--- src/rtl/logic_op_arbiter.sv ---
`default_nettype none
// ============================================================================
// Module      : logic_op_arbiter
// Description : Round-robin arbiter that shares one bitwise/logical operator
//               unit between NREQ requesters. The granted request's result
//               is registered and held behind a valid/ready response port.
//               A wrapping counter tracks completed responses.
// Ports       : clk, rst              - clock, asynchronous active-high reset
//               req_valid/req_ready   - per-requester handshake (ready one-hot)
//               req_op/req_a/req_b    - packed per-requester opcode/operands
//               res_valid/res_ready   - response handshake
//               res_data/res_id       - 4-bit result and owning requester
//               ops_done              - completed response count (wraps)
// Revision    : 1.0 - initial release
// ============================================================================
module logic_op_arbiter #(
    parameter int NREQ  = 4,
    parameter int ID_W  = 2,
    parameter int CNT_W = 8
) (
    input  logic                clk,
    input  logic                rst,
    input  logic [NREQ-1:0]     req_valid,
    output logic [NREQ-1:0]     req_ready,
    input  logic [3*NREQ-1:0]   req_op,
    input  logic [4*NREQ-1:0]   req_a,
    input  logic [5*NREQ-1:0]   req_b,
    output logic                res_valid,
    input  logic                res_ready,
    output logic [3:0]          res_data,
    output logic [ID_W-1:0]     res_id,
    output logic [CNT_W-1:0]    ops_done
);

    localparam logic [0:0] S_IDLE = 1'b0;
    localparam logic [0:0] S_RESP = 1'b1;

    logic [0:0]       r_state;
    logic [0:0]       w_state_nxt;
    logic [ID_W-1:0]  r_rr_ptr;
    logic [3:0]       r_res_data;
    logic [ID_W-1:0]  r_res_id;
    logic [CNT_W-1:0] r_ops_done;

    logic             w_gnt_found;
    logic [ID_W-1:0]  w_gnt_idx;
    logic [ID_W-1:0]  w_scan_idx;
    logic [2:0]       w_op;
    logic [3:0]       w_a;
    logic [4:0]       w_b;
    logic [3:0]       w_result;
    logic             w_take;
    logic             w_done;

    // Operator unit. A is zero-extended to 5 bits for bitwise ops and the
    // result truncated to 4 bits, so B[4] only matters for logical ops.
    function automatic logic [3:0] compute_op(input logic [2:0] op,
                                              input logic [3:0] a,
                                              input logic [4:0] b);
        logic [4:0] a5;
        logic [4:0] r5;
        a5 = {1'b0, a};
        r5 = '0;
        case (op)
            3'd0:    r5 = ~a5;
            3'd1:    r5 = a5 & b;
            3'd2:    r5 = a5 | b;
            3'd3:    r5 = a5 ^ b;
            3'd4:    r5 = a5 ~^ b;
            3'd5:    r5 = {4'b0000, (a == 4'd0)};
            3'd6:    r5 = {4'b0000, ((a != 4'd0) && (b != 5'd0))};
            default: r5 = {4'b0000, ((a != 4'd0) || (b != 5'd0))};
        endcase
        return r5[3:0];
    endfunction

    // Round-robin search starting at r_rr_ptr; the ID_W-bit add wraps
    // naturally because NREQ is a power of two.
    always_comb begin
        w_gnt_found = 1'b0;
        w_gnt_idx   = '0;
        w_scan_idx  = '0;
        for (int k = 0; k < NREQ; k++) begin
            w_scan_idx = r_rr_ptr + ID_W'(k);
            if (!w_gnt_found && req_valid[w_scan_idx]) begin
                w_gnt_found = 1'b1;
                w_gnt_idx   = w_scan_idx;
            end
        end
    end

    assign w_op     = req_op[3*w_gnt_idx +: 3];
    assign w_a      = req_a[4*w_gnt_idx +: 4];
    assign w_b      = req_b[5*w_gnt_idx +: 5];
    assign w_result = compute_op(w_op, w_a, w_b);

    assign w_take = (r_state == S_IDLE) && w_gnt_found;
    assign w_done = (r_state == S_RESP) && res_ready;

    // FSM: state register
    always_ff @(posedge clk or posedge rst) begin
        if (rst) begin
            r_state <= S_IDLE;
        end else begin
            r_state <= w_state_nxt;
        end
    end

    // FSM: next-state logic
    always_comb begin
        w_state_nxt = r_state;
        case (r_state)
            S_IDLE:  if (w_take) w_state_nxt = S_RESP;
            S_RESP:  if (w_done) w_state_nxt = S_IDLE;
            default: w_state_nxt = S_IDLE;
        endcase
    end

    // FSM: outputs. Ready is forced low while reset is held so the grant
    // never leaks out before the block is running.
    always_comb begin
        req_ready = '0;
        res_valid = 1'b0;
        if (r_state == S_IDLE) begin
            if (w_gnt_found && !rst) begin
                req_ready = {{(NREQ-1){1'b0}}, 1'b1} << w_gnt_idx;
            end
        end else begin
            res_valid = 1'b1;
        end
    end

    // Datapath: result capture, pointer advance and completion counter
    always_ff @(posedge clk or posedge rst) begin
        if (rst) begin
            r_rr_ptr   <= '0;
            r_res_data <= '0;
            r_res_id   <= '0;
            r_ops_done <= '0;
        end else begin
            if (w_take) begin
                r_res_data <= w_result;
                r_res_id   <= w_gnt_idx;
                r_rr_ptr   <= w_gnt_idx + ID_W'(1);
            end
            if (w_done) begin
                r_ops_done <= r_ops_done + CNT_W'(1);
            end
        end
    end

    assign res_data = r_res_data;
    assign res_id   = r_res_id;
    assign ops_done = r_ops_done;

endmodule
`default_nettype wire

--- config.mk ---
export PLATFORM = sky130hd
export DESIGN_NAME = logic_op_arbiter
export DESIGN_NICKNAME = d
export VERILOG_FILES = /design/src/rtl/logic_op_arbiter.sv
export SDC_FILE = /design/constraint.sdc
export NUM_CORES = 1
export LEC_CHECK = 0
export CORE_MARGIN = 5
export CORE_UTILIZATION = 47
export DETAILED_ROUTE_END_ITERATION = 12
export PLACE_DENSITY = 0.86
export SLEW_MARGIN = 20
export SYNTH_ARGS = -nofsm -noshare
export SYNTH_HDL_FRONTEND = slang
export SYNTH_SLANG_ARGS = --single-unit
--- constraint.sdc ---
create_clock -name clk -period 5.1 [get_ports clk]
set_input_delay 1.02 -clock clk [delete_from_list [all_inputs] [get_ports clk]]
set_output_delay 1.02 -clock clk [all_outputs]
set_load 0.01 [all_outputs]
==> summary.txt <==
Worst setup path
  – Worst endpoint required time: 4.08 ns
  – Critical path endpoint category: output port
  – Reg2reg setup slack: between 1.5 and 2 ns
  – Worst Path Class, Setup: input pin to output port
  – R2r startpoint: r_rr_ptr[1]$_DFFE_PP0P_
  – Startpoint types: input pin
  – Reg2Reg Capture Point: res_data[1]$_DFFE_PP0P_
  – Crit path DAT: 3.80 ns
  – Worst Path Max Fanout: 16
  – Worst R2R Path Depth: 11

Clock tree
  – Inserted Clock Buffers: 3
  – Clock insertion delay at the later pin of the skew report: roughly 0.25 ns
  – Clock Tree Root: clkbuf_8
  – Post-CTS Hold Fix Bufs: 0
  – CTS sink cnt: 17
  – Clock-pin slew on the worst setup and hold paths: 0.06 ns
  – PostCTS Resize Cnt: 0
  – Clock H-tree levels: 1
  – CTS tree: yes
  – Clk buf depth: 2
  – Post-CTS Setup Bufs: 0

Global routing
  – First-pass GRT wire length: 8990 µm
  – Largest net degree at the start of global routing: 22
  – GR Layer Usage met1: between 20% and 30%
  – Grt peak-use layer: met2
  – Met2 usage: 34.7%
  – Met3 Resource Use GR: 4.29%
  – Overall routing resource usage: roughly a fifth
  – Total congestion overflow: 0
  – Vias in the first global route: 1893
  – Antenna violations before repair: 0

Die
  – Core Region: 3720 µm²
  – Die Span X: a little over 70 µm
  – Initial Util: 49.1%
  – Die Y: 72.3 µm
  – Die area: 5230 µm²
  – FP Rows: 22
  – Ports: 74

Cells and area
  – Final #Nets: 365
  – Area Growth Syn to Fin: 42.9%
  – Fillers: between 200 and 300
  – Multi-input gate area: 1260 µm²
  – Sequential cell area: 425 µm²
  – Share of cells above drive strength 1: 9.80%
  – ANT cells: 0

Routing
  – Routed via count: 2005
  – DRT antenna net count: 0
  – 1st-pass router iterations: 4
  – Final WL: 5610 µm
  – DRC Markers: 0
  – WL per Instance: around 16 µm
  – DR vias/cell: between 5 and 6
  – DR iter-0 viols: 162

Timing
  – Rel. slew slack: 42.2%
  – Final worst slack: 0.282 ns
  – Worst Tran Pin Value: around 0.86 ns
  – Final Skew: 0.00132 ns
  – Sum of negative setup slack: 0 ns
  – Post-layout min period: 4.82 ns
  – RSZ-0062 raised after global routing: no
  – Fin crit share: 94.5%
  – Final Hold Viols: 0
  – Final number of setup-violating endpoints: 0
  – Hold Slack: ~0.48 ns
  – Pins Over Slew Limit: 0
  – FMAX: 0.208 GHz

Synth
  – Gate Count Post-Synth: about 230
  – Post-synth EDFFs: 0
  – Syn_nets: 297
  – Cell Area, Synth: 1830 µm²
  – Top cell type's share of synthesized area: 23.3%
  – Seq/Total Area, Yosys: 23.3%
  – Synth top area cells: dfrtp_1 (23%), ha_1 (8.9%), nand2_1 (4.7%)
  – Ys Warns: 0
  – #FFs+latches synth: 17
  – Largest area contributor in the netlist: dfrtp_1
  – Most used DFF post-synth: dfrtp_1
  – Yosys cell types: 46
  – Avg Inst Size Synth: 7.97 µm²
  – Ys async rst share: between 90% and 100%

Placement
  – Buffers on Ports: 73
  – Setup WS pre-CTS: 0.336 ns
  – RD Place Congestion: approximately 0.88
  – Hpwl dp: 4420 µm

Power and ir drop
  – Worst VDD drop: 329 µV
  – Power density cells: 466 nW/µm²
  – Leakage power: 1.12 nW

Hold path
  – Hold wc startpoint: ops_done[7]$_DFFE_PP0P_
  – Worst Hold Path EP: ops_done[7]$_DFFE_PP0P_
  – Worst hold stages: 1
  – Hold crit path type: flip-flop to flip-flop

Outcome
  – Status: finished clean

Run
  – Max_cap viols: 0
[flip-flops by register name, indices dropped and copies added (netlist names)]
| register | cells |
|---|---|
| res_data | 4 |
| r_rr_ptr | 2 |
| ops_done | 8 |
| r_state | 1 |
| res_id | 2 |
[where the power goes]
group,switching [W],internal [W]
Clock,0.0000449,0.0000542
Combinational,0.000463,0.000404
Sequential,0.0000615,0.000187
[worst max-delay path by stage]
stage	start	end	slack, ns	cells after the start
2_1_floorplan	req_valid[2]	res_data[1]$_DFFE_PP0P_	1.41	13
3_3_place_gp	req_valid[2]	req_ready[2]	0.36	8
3_5_place_dp	req_valid[2]	req_ready[2]	0.34	8
4_1_cts	req_valid[2]	req_ready[2]	0.32	8
5_1_grt	req_valid[2]	req_ready[2]	0.07	8
6_report	req_valid[2]	req_ready[2]	0.28	8
[layout make-up]
class / count / share of cell area (%)
Timing Repair Buffer: 77 / 29.2
Inverter: 14 / 2.01
Clock buffer: 3 / 1.58
Clock inverter: 1 / 0.192
Multi-Input combinational cell: 184 / 48.4
Tap cell: 48 / 2.30
Sequential cell: 17 / 16.3
[critical path, cell delays in order]
cell	delay, ns
clkdlybuf4s50_1	0.49
nor2b_1	0.49
a211o_1	0.31
nand2_1	0.26
inv_2	0.31
ha_1	0.20
and3_1	0.18
clkdlybuf4s50_1	0.54
[synth_stat cells (8+ instances only)]
cell type,instances
nand2_1,23
dfrtp_1,17
ha_1,13
nand3_1,12
nor2_1,12
a21oi_1,11
and3_1,11
inv_1,10
o21ai_0,10
nor4_1,9
a211oi_1,8
[per-stage QoR]
stage	utilization [%]	area [µm²]	total power, W	std cells
6_report	70.2	2610	0.00121	344
5_1_grt	70.2	2610	0.00133	344
4_1_cts	70.2	2610	0.00121	344
3_5_place_dp	69.0	2560	0.00111	340
3_3_place_gp	69.0	2560	0.00108	340
2_1_floorplan	-	1830	0.000835	229
[logic make-up (layout without fill, tap and decap cells)]
kind of cell,count (synthesis),count (layout),share of synthesized area [%]
AO/OA/AOI/OAI,55,55,21.9
XOR/XNOR,7,7,3.36
adder cells (fa/ha/maj),13,13,8.91
buffers and inverters,28,95,7.47
flip-flops,17,17,23.3
multiplexers,9,9,5.14
AND/OR/NAND/NOR,100,100,30.0
[layer usage]
layer / wire length (µm) / vias to the layer above
met4: 14 / 0
met2: 2580 / 91
met5: 0 / -
li1: - / 988
met3: 558 / 2
met1: 2460 / 924
[cell usage in the layout (no fill, tap or decap), drive strengths merged, types with 4 or more instances in the layout]
| cell type | n |
|---|---|
| nand2 | 23 |
| nor2 | 13 |
| dfrtp | 17 |
| nor3b | 6 |
| nor2b | 4 |
| inv | 14 |
| clkdlybuf4s50 | 73 |
| and3 | 11 |
| mux2i | 6 |
| xnor2 | 4 |
| or2 | 4 |
| nor4 | 9 |
| a221oi | 7 |
| ha | 13 |
| nand3 | 14 |
| or4 | 4 |
| buf | 4 |
| a211oi | 8 |
| o21ai | 13 |
| a21oi | 11 |
| nor3 | 7 |
| a32oi | 4 |
(Power assumes the default switching activity.)
